**config.mk**
```make
export PLATFORM = sky130hd
export DESIGN_NAME = lsu
export DESIGN_NICKNAME = d
export VERILOG_FILES = /design/src/rtl/lsu_pkg.sv /design/src/rtl/lsu_align.sv /design/src/rtl/lsu.sv
export SDC_FILE = /design/constraint.sdc
export NUM_CORES = 1
export LEC_CHECK = 0
export ABC_CLOCK_PERIOD_IN_PS = 2600
export BUFFER_PORTS_ARGS = -buffer_cell sky130_fd_sc_hd__buf_2
export CAP_MARGIN = 10
export CORE_AREA = 2 2 115 117
export CTS_CLUSTER_DIAMETER = 120
export DETAILED_ROUTE_END_ITERATION = 6
export DIE_AREA = 0 0 117 119
export MAX_ROUTING_LAYER = met4
export PLACE_DENSITY_LB_ADDON = 0.05
export SYNTH_ARGS = -nofsm -noshare
export SYNTH_HDL_FRONTEND = slang
export SYNTH_SLANG_ARGS = --single-unit
export TNS_END_PERCENT = 5
```
**constraint.sdc**
```tcl
create_clock -name clk -period 2.6 [get_ports clk]
set_input_delay 0.52 -clock clk [delete_from_list [all_inputs] [get_ports clk]]
set_output_delay 0.52 -clock clk [all_outputs]
set_load 0.005 [all_outputs]
```
**src/rtl/lsu_pkg.sv**
```systemverilog
// Shared types for the load/store unit.
// Define LSU_MISALIGN_TRAP_EN to trap misaligned half/word accesses instead of masking them.
package lsu_pkg;

  typedef enum logic [2:0] {
    F3Lb  = 3'b000,
    F3Lh  = 3'b001,
    F3Lw  = 3'b010,
    F3Lbu = 3'b100,
    F3Lhu = 3'b101
  } f3_load_e;

  typedef enum logic [2:0] {
    F3Sb = 3'b000,
    F3Sh = 3'b001,
    F3Sw = 3'b010
  } f3_store_e;

  typedef enum logic [1:0] {
    CauseNone     = 2'd0,
    CauseMisalign = 2'd1,
    CauseTimeout  = 2'd2,
    CauseIllegal  = 2'd3
  } lsu_cause_e;

  typedef enum logic [1:0] {
    StIdle,
    StReq,
    StWait,
    StResp
  } lsu_state_e;

`ifdef LSU_MISALIGN_TRAP_EN
  localparam bit MisalignTrapEn = 1'b1;
`else
  localparam bit MisalignTrapEn = 1'b0;
`endif

endpackage

```
**src/rtl/lsu_align.sv**
```systemverilog
// Combinational byte-lane logic: request checks on the incoming request, store lane/strobe
// formatting and load extraction on the latched request.
module lsu_align
  import lsu_pkg::*;
(
  input  logic        chk_we_i,
  input  logic [2:0]  chk_funct3_i,
  input  logic [1:0]  chk_addr_i,
  output logic        illegal_o,
  output logic        misalign_o,
  input  logic [2:0]  funct3_i,
  input  logic [1:0]  addr_i,
  input  logic [31:0] wdata_i,
  input  logic [31:0] rdata_i,
  output logic [3:0]  wstrb_o,
  output logic [31:0] wdata_o,
  output logic [31:0] rdata_o
);

  logic [1:0]  shamt;
  logic [31:0] lane;

  always_comb begin
    if (chk_we_i) begin
      illegal_o = chk_funct3_i > 3'd2;
    end else begin
      case (chk_funct3_i)
        F3Lb, F3Lh, F3Lw, F3Lbu, F3Lhu: illegal_o = 1'b0;
        default:                        illegal_o = 1'b1;
      endcase
    end
    misalign_o = MisalignTrapEn &&
                 ((chk_funct3_i[1:0] == 2'b01 && chk_addr_i[0]) ||
                  (chk_funct3_i[1:0] == 2'b10 && chk_addr_i != 2'b00));
  end

  always_comb begin
    case (funct3_i)
      F3Sb: begin
        wdata_o = {4{wdata_i[7:0]}};
        wstrb_o = 4'b0001 << addr_i;
      end
      F3Sh: begin
        wdata_o = {2{wdata_i[15:0]}};
        wstrb_o = 4'b0011 << {addr_i[1], 1'b0};
      end
      default: begin
        wdata_o = wdata_i;
        wstrb_o = 4'b1111;
      end
    endcase
  end

  // Offset masked to natural alignment, so misaligned accesses read the aligned container.
  always_comb begin
    case (funct3_i[1:0])
      2'b00:   shamt = addr_i;
      2'b01:   shamt = {addr_i[1], 1'b0};
      default: shamt = 2'b00;
    endcase
    lane = rdata_i >> {shamt, 3'b000};
    case (funct3_i)
      F3Lb:    rdata_o = {{24{lane[7]}}, lane[7:0]};
      F3Lh:    rdata_o = {{16{lane[15]}}, lane[15:0]};
      F3Lbu:   rdata_o = {24'b0, lane[7:0]};
      F3Lhu:   rdata_o = {16'b0, lane[15:0]};
      default: rdata_o = lane;
    endcase
  end

endmodule

```
**src/rtl/lsu.sv**
```systemverilog
// Load/store unit: one bus transaction at a time, request/grant/response bus, single-cycle
// result pulse to writeback. Misalignment trapping is enabled by LSU_MISALIGN_TRAP_EN.
module lsu
  import lsu_pkg::*;
#(
  parameter int unsigned TIMEOUT_CYCLES = 255
) (
  input  logic        clk,
  input  logic        rst_n,
  input  logic        req_valid_i,
  output logic        req_ready_o,
  input  logic        req_we_i,
  input  logic [2:0]  req_funct3_i,
  input  logic [31:0] req_addr_i,
  input  logic [31:0] req_wdata_i,
  input  logic [4:0]  req_rd_i,
  output logic        mem_req_o,
  output logic        mem_we_o,
  output logic [31:0] mem_addr_o,
  output logic [3:0]  mem_wstrb_o,
  output logic [31:0] mem_wdata_o,
  input  logic        mem_gnt_i,
  input  logic        mem_rvalid_i,
  input  logic [31:0] mem_rdata_i,
  output logic        rsp_valid_o,
  output logic [4:0]  rsp_rd_o,
  output logic [31:0] rsp_data_o,
  output logic        rsp_err_o,
  output logic [1:0]  rsp_cause_o
);

  // One extra count of headroom: a grant on the last allowed cycle enters WAIT already expired.
  localparam int unsigned CntW = $clog2(TIMEOUT_CYCLES + 2);
  localparam logic [CntW-1:0] CntMax = CntW'(TIMEOUT_CYCLES);

  lsu_state_e     state_q, state_d;
  logic [CntW-1:0] cnt_q, cnt_d, cnt_inc;
  logic           expired;
  logic           we_q;
  logic [2:0]     f3_q;
  logic [31:0]    addr_q, wdata_q;
  logic [4:0]     rd_q;
  logic [31:0]    data_q, data_d;
  logic           err_q, err_d;
  lsu_cause_e     cause_q, cause_d;

  logic           accept, illegal, misalign;
  logic [3:0]     fmt_wstrb;
  logic [31:0]    fmt_wdata, load_data;
  logic           in_req, in_resp;

  assign accept = (state_q == StIdle) && req_valid_i;

  lsu_align u_align (
    .chk_we_i    (req_we_i),
    .chk_funct3_i(req_funct3_i),
    .chk_addr_i  (req_addr_i[1:0]),
    .illegal_o   (illegal),
    .misalign_o  (misalign),
    .funct3_i    (f3_q),
    .addr_i      (addr_q[1:0]),
    .wdata_i     (wdata_q),
    .rdata_i     (mem_rdata_i),
    .wstrb_o     (fmt_wstrb),
    .wdata_o     (fmt_wdata),
    .rdata_o     (load_data)
  );

  always_comb begin
    state_d = state_q;
    cnt_d   = cnt_q;
    data_d  = data_q;
    err_d   = err_q;
    cause_d = cause_q;
    cnt_inc = cnt_q + CntW'(1);
    expired = cnt_inc >= CntMax;
    unique case (state_q)
      StIdle: begin
        if (req_valid_i) begin
          data_d  = '0;
          err_d   = 1'b0;
          cause_d = CauseNone;
          cnt_d   = '0;
          if (illegal) begin
            state_d = StResp;
            err_d   = 1'b1;
            cause_d = CauseIllegal;
          end else if (misalign) begin
            state_d = StResp;
            err_d   = 1'b1;
            cause_d = CauseMisalign;
          end else begin
            state_d = StReq;
          end
        end
      end
      StReq: begin
        cnt_d = cnt_inc;
        if (mem_gnt_i) begin
          state_d = StWait;
        end else if (expired) begin
          state_d = StResp;
          err_d   = 1'b1;
          cause_d = CauseTimeout;
        end
      end
      StWait: begin
        cnt_d = cnt_inc;
        if (mem_rvalid_i) begin
          state_d = StResp;
          data_d  = we_q ? '0 : load_data;
        end else if (expired) begin
          state_d = StResp;
          err_d   = 1'b1;
          cause_d = CauseTimeout;
        end
      end
      StResp:  state_d = StIdle;
      default: state_d = StIdle;
    endcase
  end

  always_ff @(posedge clk or negedge rst_n) begin
    if (!rst_n) begin
      state_q <= StIdle;
      cnt_q   <= '0;
      data_q  <= '0;
      err_q   <= 1'b0;
      cause_q <= CauseNone;
    end else begin
      state_q <= state_d;
      cnt_q   <= cnt_d;
      data_q  <= data_d;
      err_q   <= err_d;
      cause_q <= cause_d;
    end
  end

  always_ff @(posedge clk or negedge rst_n) begin
    if (!rst_n) begin
      we_q    <= 1'b0;
      f3_q    <= '0;
      addr_q  <= '0;
      wdata_q <= '0;
      rd_q    <= '0;
    end else if (accept) begin
      we_q    <= req_we_i;
      f3_q    <= req_funct3_i;
      addr_q  <= req_addr_i;
      wdata_q <= req_wdata_i;
      rd_q    <= req_rd_i;
    end
  end

  assign in_req  = (state_q == StReq);
  assign in_resp = (state_q == StResp);

  assign req_ready_o = (state_q == StIdle);
  assign mem_req_o   = in_req;
  assign mem_we_o    = in_req && we_q;
  assign mem_addr_o  = in_req ? {addr_q[31:2], 2'b00} : '0;
  assign mem_wstrb_o = (in_req && we_q) ? fmt_wstrb : '0;
  assign mem_wdata_o = (in_req && we_q) ? fmt_wdata : '0;

  assign rsp_valid_o = in_resp;
  assign rsp_rd_o    = in_resp ? rd_q : '0;
  assign rsp_data_o  = in_resp ? data_q : '0;
  assign rsp_err_o   = in_resp && err_q;
  assign rsp_cause_o = in_resp ? cause_q : CauseNone;

endmodule
```
==> results of run 1 <==
## layout by cell type, fill, tap and decap left out, drive strengths merged, types with 2 or more instances in the layout
cell	count
a211oi	9
a21o	5
a21oi	26
a221o	23
a22o	13
a31oi	2
a41oi	2
and2	74
and3	10
buf	236
bufinv	4
clkbuf	21
clkinv	6
conb	2
dfrtp	119
ha	6
inv	11
mux2	77
mux2i	11
mux4	8
nand2	54
nand3	3
nor2	16
nor2b	4
nor3	8
nor4	2
o211ai	2
o21ai	18
o31ai	3
or3	2
xnor2	2
## critical path, delay by kind of cell, from the launching register on
kind | cells | cell delay (ns)
simple gates | 1 | 0.06
compound gates | 1 | 0.28
buf+inv | 3 | 0.53
flops | 1 | 0.42
fa+ha+maj | 1 | 0.19
## flip-flops by register name, summed over array words and instances (netlist names)
signal / count
cnt_q: 9
rd_q: 5
err_q: 1
state_q: 2
wdata_q: 32
addr_q: 32
f3_q: 3
data_q: 32
cause_q: 2
we_q: 1
## layout make-up
type	instances	area [um2]	area share (%)
multi-input combinational	396	3038	37.28
clock buffer	21	470.5	5.773
timing repair buffer	236	1251	15.35
tap	176	220.2	2.702
inverter	11	41.29	0.5067
sequential	119	2978	36.54
clock inverter	10	150.1	1.842
## through the flow
stage | instances | power [uW]
2_1_floorplan | 572 | 5830
3_3_place_gp | 938 | 6975
3_5_place_dp | 938 | 7096
4_1_cts | 969 | 9629
5_1_grt | 969 | 10210
6_report | 969 | 9557
## cells in the mapped netlist, types with 3 or more instances
library cell    n  share of area [%]
ha_1            6                1.2
inv_1          11               0.66
mux2_2         77                 14
o21ai_0        16                1.3
a211oi_1        9                1.1
dfrtp_1       119                 48
and2_1         74                7.4
o31ai_1         3               0.36
a221o_1        23                3.7
clkbuf_1       32                1.9
mux4_1          6                2.5
a21oi_1        26                2.1
buf_6           4               0.72
mux2i_1        11                1.8
nand2_1        54                3.2
nand3_1         3               0.24
a21o_1          5               0.60
nor2_1         16               0.96
buf_1           6               0.36
nor3_1          8               0.64
nor2b_1         4               0.40
and3_1         10                1.0
a22o_1         13                1.8
## routing by layer
metal / GRT usage [%] / up-vias / part of all wire (%) / routed length, um
met5: - / - / 0 / 0
met3: 8.244 / 27 / 7.0 / 1180
li1: - / 2472 / - / -
met2: 41.15 / 191 / 48 / 8103
met1: 32.00 / 2566 / 43 / 7183
met4: 7.721 / 0 / 2.0 / 339
## power breakdown
group          switching (uW)  internal (uW)
Sequential                628           2740
Combinational            1850           1860
Clock                     823           1660
Total                    3300           6260
## final timing paths
path	end	cells past startpoint	startpoint	slack (ns)
min in group clk	addr_q[1]	3	req_addr_i[1]	0.30
max reg2reg	data_q[29]	6	state_q[0]	0.23
min	cnt_q[5]	1	rst_n	0.03
max	mem_wdata_o[27]	6	state_q[1]	0.16
min reg2reg	addr_q[15]	1	addr_q[15]	0.49
max in group asynchronous	f3_q[1]	2	rst_n	1.86
## kinds of logic (layout without fill, tap and decap cells)
kind of cell / Yosys count / count (layout) / share of synthesized area [%]
adders and majority gates: 6 / 6 / 1.201
AOI/OAI and AO/OA: 112 / 112 / 12.99
xor gates and xnor gates: 2 / 2 / 0.2803
buffers and inverters: 57 / 278 / 4.063
and+or+nand+nor: 178 / 178 / 14.89
muxes: 96 / 96 / 18.88
other: 1 / 2 / 0.05999
DFF: 119 / 119 / 47.64
==> results.py, run 1 <==
metrics = {
    "grt": {
        "first_global_vias": 5339,
        "antenna_found_initial": 0,
        "grt_pass1_wl_um": 26850,
        "gr-usage-all-layers_pct": 26.01,
        "grt.overflow.total": 0,
        "grt_max_degree": 52,
    },
    "detailed_routing": {
        "wl_um": 16810,
        "antenna_left": 0,
        "vias": 5256,
        "viasPerCell": 5.424,
        "wl_per_cell_um": 17.34,
        "drt_first_pass_iters": 5,
        "drtIter0Drc": 343,
        "drc": 0,
    },
    "pwr": {
        "irDropWorstVdd_v": 0.0005975,
        "leakage_uw": 0.004172,
        "powerDensity_nw_per_um2": 1173,
    },
    "critical_path": {
        "worst-path-max-fanout": 29,
        "crit_type": "flip-flop to primary output",
        "arrival_ns": 1.92,
        "path_cells": "inv_1 > ha_1 > nand2_1 > buf_4 > a211oi_1 > buf_2",
        "worst_setup_path_start_kind": "flip-flop",
        "required_ns": 2.08,
        "worst_setup_path_end_kind": "primary output",
        "max_stage_delay_ns": 0.42,
        "cp_slowest_cell": "dfrtp_1",
    },
    "sta": {
        "hold_viol": 0,
        "timing.final.max_slew_violations": 0,
        "whs_ns": 0.02676,
        "fmaxAchievable_mhz": 409.0,
        "grt_setup_unrepaired": "no",
        "skew_ns": 0.01077,
        "finalCritPeriodShare_pct": 94.03,
        "fin_ws_ns": 0.1552,
        "slew_headroom_pct": 52.71,
        "setup_viol_count_final": 0,
        "fin_crit_ns": 2.445,
        "tns_ns": 0,
        "worst_pin_slew_ns": 0.7093,
    },
    "layout": {
        "utilization_pct": 63.29,
        "post-route-cell-area_um2": 8149,
        "syn2layout_area_growth_pct": 30.36,
        "num-fill-cells": 1072,
        "diodes": 0,
        "layout-drive-gt1-share_pct": 44.14,
        "finalNetCount": 897,
    },
    "logic_synthesis": {
        "synth-main-ff-cell": "dfrtp_1",
        "yosysSeqAreaShare_pct": 47.64,
        "synth_edf_count": 0,
        "yosysWarnings": 0,
        "synth-seq-cells": 119,
        "synth.distinct_cells": 48,
        "syn_area_per_cell_um2": 10.95,
        "netlist_instances": 571,
        "syn_area_um2": 6251,
        "synthArstFlopShare_pct": 100.0,
    },
    "die": {
        "io_pins": 222,
        "rows": 42,
        "start_util_pct": 48.55,
        "die-area_um2": 13920,
        "core_area_um2": 12870,
        "die_x_um": 117,
        "fp.dieH_um": 119,
    },
    "placed_design": {
        "dpl_worst_slack_ns": 0.2566,
        "port_buffers": 219,
        "gp_congestion": 0.8348,
        "dp_hpwl_um": 11800,
        "dpl-instance-area_um2": 7528,
    },
    "clocking": {
        "clk_pin_slew_ns": 0.05,
        "cts_made_buffers": 17,
        "clock_path_buffers": 2,
        "insertion_delay_ns": 0.43,
        "cts_tree": "done",
        "post_cts_buffers": 0,
        "cts_hold_buf": 0,
        "clockRootBuffer": "clkbuf_16",
        "cts.htree.levels": 4,
        "postCtsResizedCells": 0,
        "clock-sinks": 119,
    },
    "run_status": {
        "status": "finished, final reports clean",
    },
    "min_path": {
        "hold_class": "primary input to async pin",
    },
    "job": {
        "maxCapViolations": 0,
    },
}
(Power assumes the default switching activity.)
==> run 2, diff against run 1 <==
- CORE_AREA: 2 2 115 117 -> 2 2 121 123
- DIE_AREA: 0 0 117 119 -> 0 0 123 125
- RECOVER_POWER: default -> 25
- SYNTH_HIERARCHICAL: default -> 1
==> results.py, run 2 <==
metrics = {
    "pwr": {
        "irDropWorstVdd_v": 0.0007036,
        "leakage_uw": 0.004477,
        "powerDensity_nw_per_um2": 1152,
    },
    "sta": {
        "skew_ns": 0.006637,
        "fmaxAchievable_mhz": 403.3,
        "tns_ns": 0,
        "finalCritPeriodShare_pct": 95.37,
        "worst_pin_slew_ns": 1.162,
        "whs_ns": 0.3284,
        "fin_crit_ns": 2.480,
        "timing.final.max_slew_violations": 0,
        "hold_viol": 0,
        "slew_headroom_pct": 22.52,
        "setup_viol_count_final": 0,
        "grt_setup_unrepaired": "no",
    },
    "critical_path": {
        "r2r_cells": 6,
        "reg2reg_to": "cause_q[0]",
        "cp_slowest_cell": "dfrtp_2",
        "required_ns": 2.08,
        "path_cells": "inv_1 > nand2_2 > mux2_2 > and3_1 > buf_2",
        "crit_type": "flip-flop to primary output",
        "critical_path.top_delay_family": "flip-flops",
        "worst_setup_path_end_kind": "primary output",
        "arrival_ns": 1.96,
        "worst-path-max-fanout": 12,
        "reg2reg_from": "cnt_q[0]",
        "regToRegSetupSlack_ns": 0.41,
        "cp_num_buf_inv": 2,
        "worst_setup_path_start_kind": "flip-flop",
        "max_stage_delay_ns": 0.50,
    },
    "logic_synthesis": {
        "synth.largest_area_cell": "dfrtp_1",
        "ys_top_cells_by_area": "dfrtp_1 43%, mux2_2 15%, and2_1 6.6%",
        "syn_area_per_cell_um2": 9.970,
        "synthMuxAreaShare_pct": 18.58,
        "synth-seq-cells": 119,
        "synth_adder_area_share_pct": 1.093,
        "yosysSeqAreaShare_pct": 43.35,
        "synth_compound_area_share_pct": 10.00,
        "synth_edf_count": 0,
        "synth_xor_area_share_pct": 0.3825,
        "synthSimpleGateAreaFrac_pct": 20.78,
        "synth_top_family_by_area": "simple AND/OR/NAND/NOR gates",
        "synth-main-ff-cell": "dfrtp_1",
        "synth.distinct_cells": 55,
        "synthArstFlopShare_pct": 100.0,
        "netlist_instances": 689,
        "yosysWarnings": 6,
        "syn_area_um2": 6869,
        "synth_most_common_cell": "dfrtp_1",
        "synth_top_area_share_pct": 43.35,
        "synth.top_cells.by_count": "119 x dfrtp_1, 90 x mux2_2, 83 x nand2_1, 73 x and2_1, 37 x and3_1",
    },
    "die": {
        "die_x_um": 123,
        "start_util_pct": 48.36,
        "fp.dieH_um": 125,
        "core_area_um2": 14200,
        "die-area_um2": 15380,
        "io_pins": 222,
        "rows": 44,
    },
    "grt": {
        "antenna_found_initial": 0,
        "grt_max_degree": 50,
        "grtUsageMet1_pct": 31.96,
        "gr-usage-all-layers_pct": 24.96,
        "top_usage_layer": "met2",
        "use_met3_pct": 5.657,
        "grt.overflow.total": 0,
        "first_global_vias": 5977,
        "grt_pass1_wl_um": 29380,
        "globalRouteMet2Util_pct": 39.75,
    },
    "clocking": {
        "insertion_delay_ns": 0.42,
        "cts_tree": "done",
        "cts.htree.levels": 4,
        "clk_pin_slew_ns": 0.06,
        "cts_made_buffers": 17,
        "clock_path_buffers": 2,
        "clockRootBuffer": "clkbuf_16",
        "clock-sinks": 119,
    },
    "min_path": {
        "hold_class": "primary input to async pin",
    },
    "layout": {
        "finalNetCount": 996,
        "syn2layout_area_growth_pct": 26.05,
        "layout-drive-gt1-share_pct": 42.67,
        "final_cell_mix": "218 x buf_2, 118 x dfrtp_1, 90 x mux2_2",
        "reg.largest.list": "addr_q: 32 flops, data_q: 32 flops, wdata_q: 32 flops",
        "layout_commonest_cell": "buf_2",
        "final_cells": 1078,
    },
    "detailed_routing": {
        "drtIter0Drc": 506,
        "vias": 5776,
        "wl_per_cell_um": 16.60,
        "drt_first_pass_iters": 4,
        "antenna_left": 0,
        "wl_um": 17900,
        "drc": 0,
        "viasPerCell": 5.358,
    },
    "run_status": {
        "status": "finished, final reports clean",
    },
    "placed_design": {
        "dp_hpwl_um": 12860,
        "gp_congestion": 0.8159,
        "numPlacedInstances": 1045,
        "port_buffers": 219,
    },
    "job": {
        "maxCapViolations": 0,
    },
}
[run 2: worst register-to-register path, stage by stage, from the launching register on]
cell,delay (ns)
dfrtp_1,0.46
ha_1,0.37
a21o_1,0.19
a21boi_0,0.20
o21ai_1,0.09
a2111o_1,0.51
a41o_1,0.26
[run 2: layout make-up]
cell class,count,area (um2)
diodes,1,2.502
clock buffers,17,425.4
clock inverters,15,178.9
fillers,1260,5545
inverters,10,37.54
multi-input cells,495,3526
flip-flops and latches,119,2979
well taps,184,230.2
repair buffers,237,1279
[run 2: cell families after synthesis]
group	after synthesis
compound gates	107
xor+xnor	3
fa+ha+maj	6
buf+inv	76
flops	119
mux	107
other cells	2
simple gates	269
[run 2: metrics by stage]
| stage | worst slack (ns) | total power [uW] | instance area (um2) | util (%) |
|---|---|---|---|---|
| after floorplan | 0.5989 | 6469 | 6873 | - |
| after global placement | 0.3101 | 7428 | 8055 | 56.71 |
| after detailed placement | 0.2548 | 7602 | 8055 | 56.71 |
| after CTS | 0.06331 | 10030 | 8663 | 60.99 |
| after global routing | 0.01554 | 10720 | 8656 | 60.94 |
| final | 0.1205 | 9972 | 8658 | 60.96 |
[run 2: repair_timing]
item                       in CTS  in global routing
setup endpoints to repair       8                 10
hold buffers                    0                  0
buffers inserted                0                  0
resized for setup               2                  2
[run 2: worst max path at each step]
stage	from	endpoint	slack (ns)	cells past startpoint
detailed placement	f3_q[0]	mem_wdata_o[14]	0.25	5
CTS	f3_q[2]	mem_wdata_o[22]	0.06	5
finish	f3_q[0]	mem_wdata_o[10]	0.12	5
global route	f3_q[0]	mem_wdata_o[12]	0.02	5
floorplan	f3_q[1]	mem_wdata_o[10]	0.60	6
global placement	f3_q[0]	mem_wdata_o[14]	0.31	5
[run 2: routing by layer]
metal,vias to the layer above,wire [um]
met5,-,0
met4,0,217
met3,23,1147
met2,188,8822
met1,2792,7711
li1,2773,-
[run 2: report_power, final]
group	total (uW)	leakage [uW]	internal, uW	switching (uW)
Clock	2390	0.000286	1510	885
Combinational	4220	0.00272	2010	2210
Sequential	3360	0.00148	2730	629
==> run 3, diff against run 2 <==
- ABC_AREA: default -> 1
- CORE_AREA: 2 2 121 123 -> 2 2 123 125
- DIE_AREA: 0 0 123 125 -> 0 0 125 127
==> results.py, run 3 <==
metrics = {
    "clocking": {
        "cts_tree": "done",
        "insertion_delay_ns": 0.41,
        "clock-sinks": 119,
        "cts.htree.levels": 4,
        "clock_path_buffers": 2,
        "clockRootBuffer": "clkbuf_16",
        "cts_made_buffers": 17,
        "clk_pin_slew_ns": 0.05,
    },
    "layout": {
        "final_cell_mix": "362 x nand2_1, 218 x buf_2, 189 x inv_1",
        "utilization_pct": 61.15,
        "reg.largest.list": "addr_q: 32 flops, data_q: 32 flops, wdata_q: 32 flops",
        "post-route-cell-area_um2": 8820,
        "layout-drive-gt1-share_pct": 24.92,
        "layout_commonest_cell": "nand2_1",
        "finalNetCount": 1344,
        "syn2layout_area_growth_pct": 24.45,
    },
    "grt": {
        "grt_max_degree": 74,
        "grt_pass1_wl_um": 31550,
        "first_global_vias": 6393,
        "gr-usage-all-layers_pct": 25.34,
        "grt.overflow.total": 0,
        "antenna_found_initial": 3,
    },
    "critical_path": {
        "crit_type": "flip-flop to primary output",
        "reg2reg_from": "state_q[1]",
        "worst_setup_path_start_kind": "flip-flop",
        "r2r_cells": 8,
        "worst_setup_path_end_kind": "primary output",
        "startpoint": "f3_q[2]",
        "regToRegSetupSlack_ns": 0.62,
        "endpoint": "mem_wstrb_o[0]",
        "required_ns": 2.08,
        "worst-path-max-fanout": 11,
        "arrival_ns": 1.93,
        "reg2reg_to": "data_q[14]",
    },
    "sta": {
        "slew_headroom_pct": 12.28,
        "grt_setup_unrepaired": "no",
        "setup_viol_count_final": 0,
        "fmaxAchievable_mhz": 408.0,
        "hold_viol": 0,
        "timing.final.max_slew_violations": 0,
        "fin_crit_ns": 2.451,
        "worst_pin_slew_ns": 1.316,
        "tns_ns": 0,
        "skew_ns": 0.005923,
        "fin_ws_ns": 0.1489,
        "finalCritPeriodShare_pct": 94.27,
    },
    "placed_design": {
        "dpl-instance-area_um2": 8237,
        "gp_congestion": 0.8474,
        "port_buffers": 219,
        "dp_hpwl_um": 13610,
        "dpl_worst_slack_ns": 0.4496,
    },
    "min_path": {
        "hold_class": "primary input to flip-flop",
        "min_from": "req_wdata_i[13]",
    },
    "logic_synthesis": {
        "synth.distinct_cells": 35,
        "synth.top_cells.by_count": "363 x nand2_1, 190 x inv_1, 119 x dfrtp_1, 78 x nand3_1, 76 x o21ai_0",
        "yosysSeqAreaShare_pct": 42.02,
        "yosysWarnings": 6,
        "synth_edf_count": 0,
        "synth_xor_area_share_pct": 0.1236,
        "synth_adder_area_share_pct": 1.059,
        "synthMuxAreaShare_pct": 1.271,
        "synth_compound_area_share_pct": 9.198,
        "syn_area_per_cell_um2": 6.847,
        "syn_area_um2": 7087,
        "synth.largest_area_cell": "dfrtp_1",
        "synth-main-ff-cell": "dfrtp_1",
        "ys_top_cells_by_area": "dfrtp_1 42%, nand2_1 19%, inv_1 10%",
        "synth_top_area_share_pct": 42.02,
        "synthSimpleGateAreaFrac_pct": 31.36,
        "synthArstFlopShare_pct": 100.0,
        "synth-seq-cells": 119,
        "synth_most_common_cell": "nand2_1",
        "netlist_instances": 1035,
        "synth_top_family_by_area": "simple AND/OR/NAND/NOR gates",
    },
    "detailed_routing": {
        "wl_um": 19340,
        "viasPerCell": 4.824,
        "wl_per_cell_um": 13.55,
        "drtIter0Drc": 445,
        "antenna_left": 0,
        "vias": 6884,
        "drc": 0,
        "drt_first_pass_iters": 6,
    },
    "die": {
        "die-area_um2": 15880,
        "core_area_um2": 14420,
        "start_util_pct": 49.13,
        "fp.dieH_um": 127,
        "rows": 44,
        "io_pins": 222,
        "die_x_um": 125,
    },
    "job": {
        "maxCapViolations": 0,
    },
    "pwr": {
        "powerDensity_nw_per_um2": 1168,
        "leakage_uw": 0.005477,
        "irDropWorstVdd_v": 0.0005318,
    },
    "run_status": {
        "status": "finished, final reports clean",
    },
}
-- run 3: cell count changes after synthesis, sizes merged, moves of 36 or more --
cell,before,now
and2,73,0
mux2,91,8
nand2,83,374
and3,37,1
nand3,35,83
inv,9,192
o21ai,39,81
nor2,19,64
-- run 3: where the power goes --
| group | leakage [uW] | internal [uW] | switching [uW] |
|---|---|---|---|
| clock | 0.000273 | 1450 | 826 |
| sequential | 0.00152 | 2730 | 636 |
| combinational | 0.00368 | 1720 | 2940 |
-- run 3: worst min path at each step --
stage / to / slack (ns) / depth (start not counted)
2_1_floorplan: addr_q[0] / 0.22 / 0
3_5_place_dp: wdata_q[25] / 0.46 / 2
4_1_cts: addr_q[26] / 0.17 / 1
5_1_grt: rd_q[1] / 0.28 / 3
3_3_place_gp: wdata_q[27] / 0.46 / 2
6_report: wdata_q[13] / 0.29 / 3
-- run 3: metrics by stage --
step / instances / hold slack, ns / total power [uW]
CTS: 1422 / 0.1683 / 10300
global route: 1427 / 0.2816 / 11250
detailed placement: 1391 / 0.4632 / 7983
floorplan: 1036 / 0.2244 / 6733
global placement: 1391 / 0.4573 / 7931
finish: 1427 / 0.2937 / 10300
-- run 3: what timing repair did --
action,4_1_cts,5_1_grt
hold endpoints to repair,0,0
hold buffers,0,0
resized for setup,0,2
buffers inserted,0,2
endpoints found under the setup margin,0,19
-- run 3: cell families (layout without fill, tap and decap cells) --
family | after synthesis | after routing
flops | 119 | 119
simple gates | 527 | 527
other cells | 2 | 6
mux | 8 | 8
buf+inv | 257 | 461
compound gates | 115 | 115
xor+xnor | 1 | 1
fa+ha+maj | 6 | 6
-- run 3: layer usage --
| metal | global-route usage [%] | part of all wire, % | wire length [um] |
|---|---|---|---|
| met1 | 33.89 | 45 | 8740 |
| met2 | 38.04 | 46 | 8878 |
| met3 | 5.695 | 6.6 | 1269 |
| met4 | 9.542 | 2.3 | 452 |
| met5 | - | 0 | 0 |
-- run 3: cell type report --
| cell class | instances | area [um2] |
|---|---|---|
| Clock inverter | 8 | 98.84 |
| Tap cell | 184 | 230.2 |
| Inverter | 193 | 725.7 |
| Clock buffer | 23 | 467.9 |
| Fill cell | 1444 | 5604 |
| Timing Repair Buffer | 237 | 1237 |
| Multi-Input combinational cell | 660 | 3072 |
| Sequential cell | 119 | 2980 |
| Antenna cell | 3 | 7.507 |
-- run 3: worst max-delay path, cell delays in order (launching register included) --
cell and delay, ns:
dfrtp_2 0.49, nor2_4 0.12, nand2_2 0.14, inv_1 0.15, nor2_1 0.06, o21ai_0 0.20, inv_1 0.07, nor2_1 0.14
buf_2 0.14
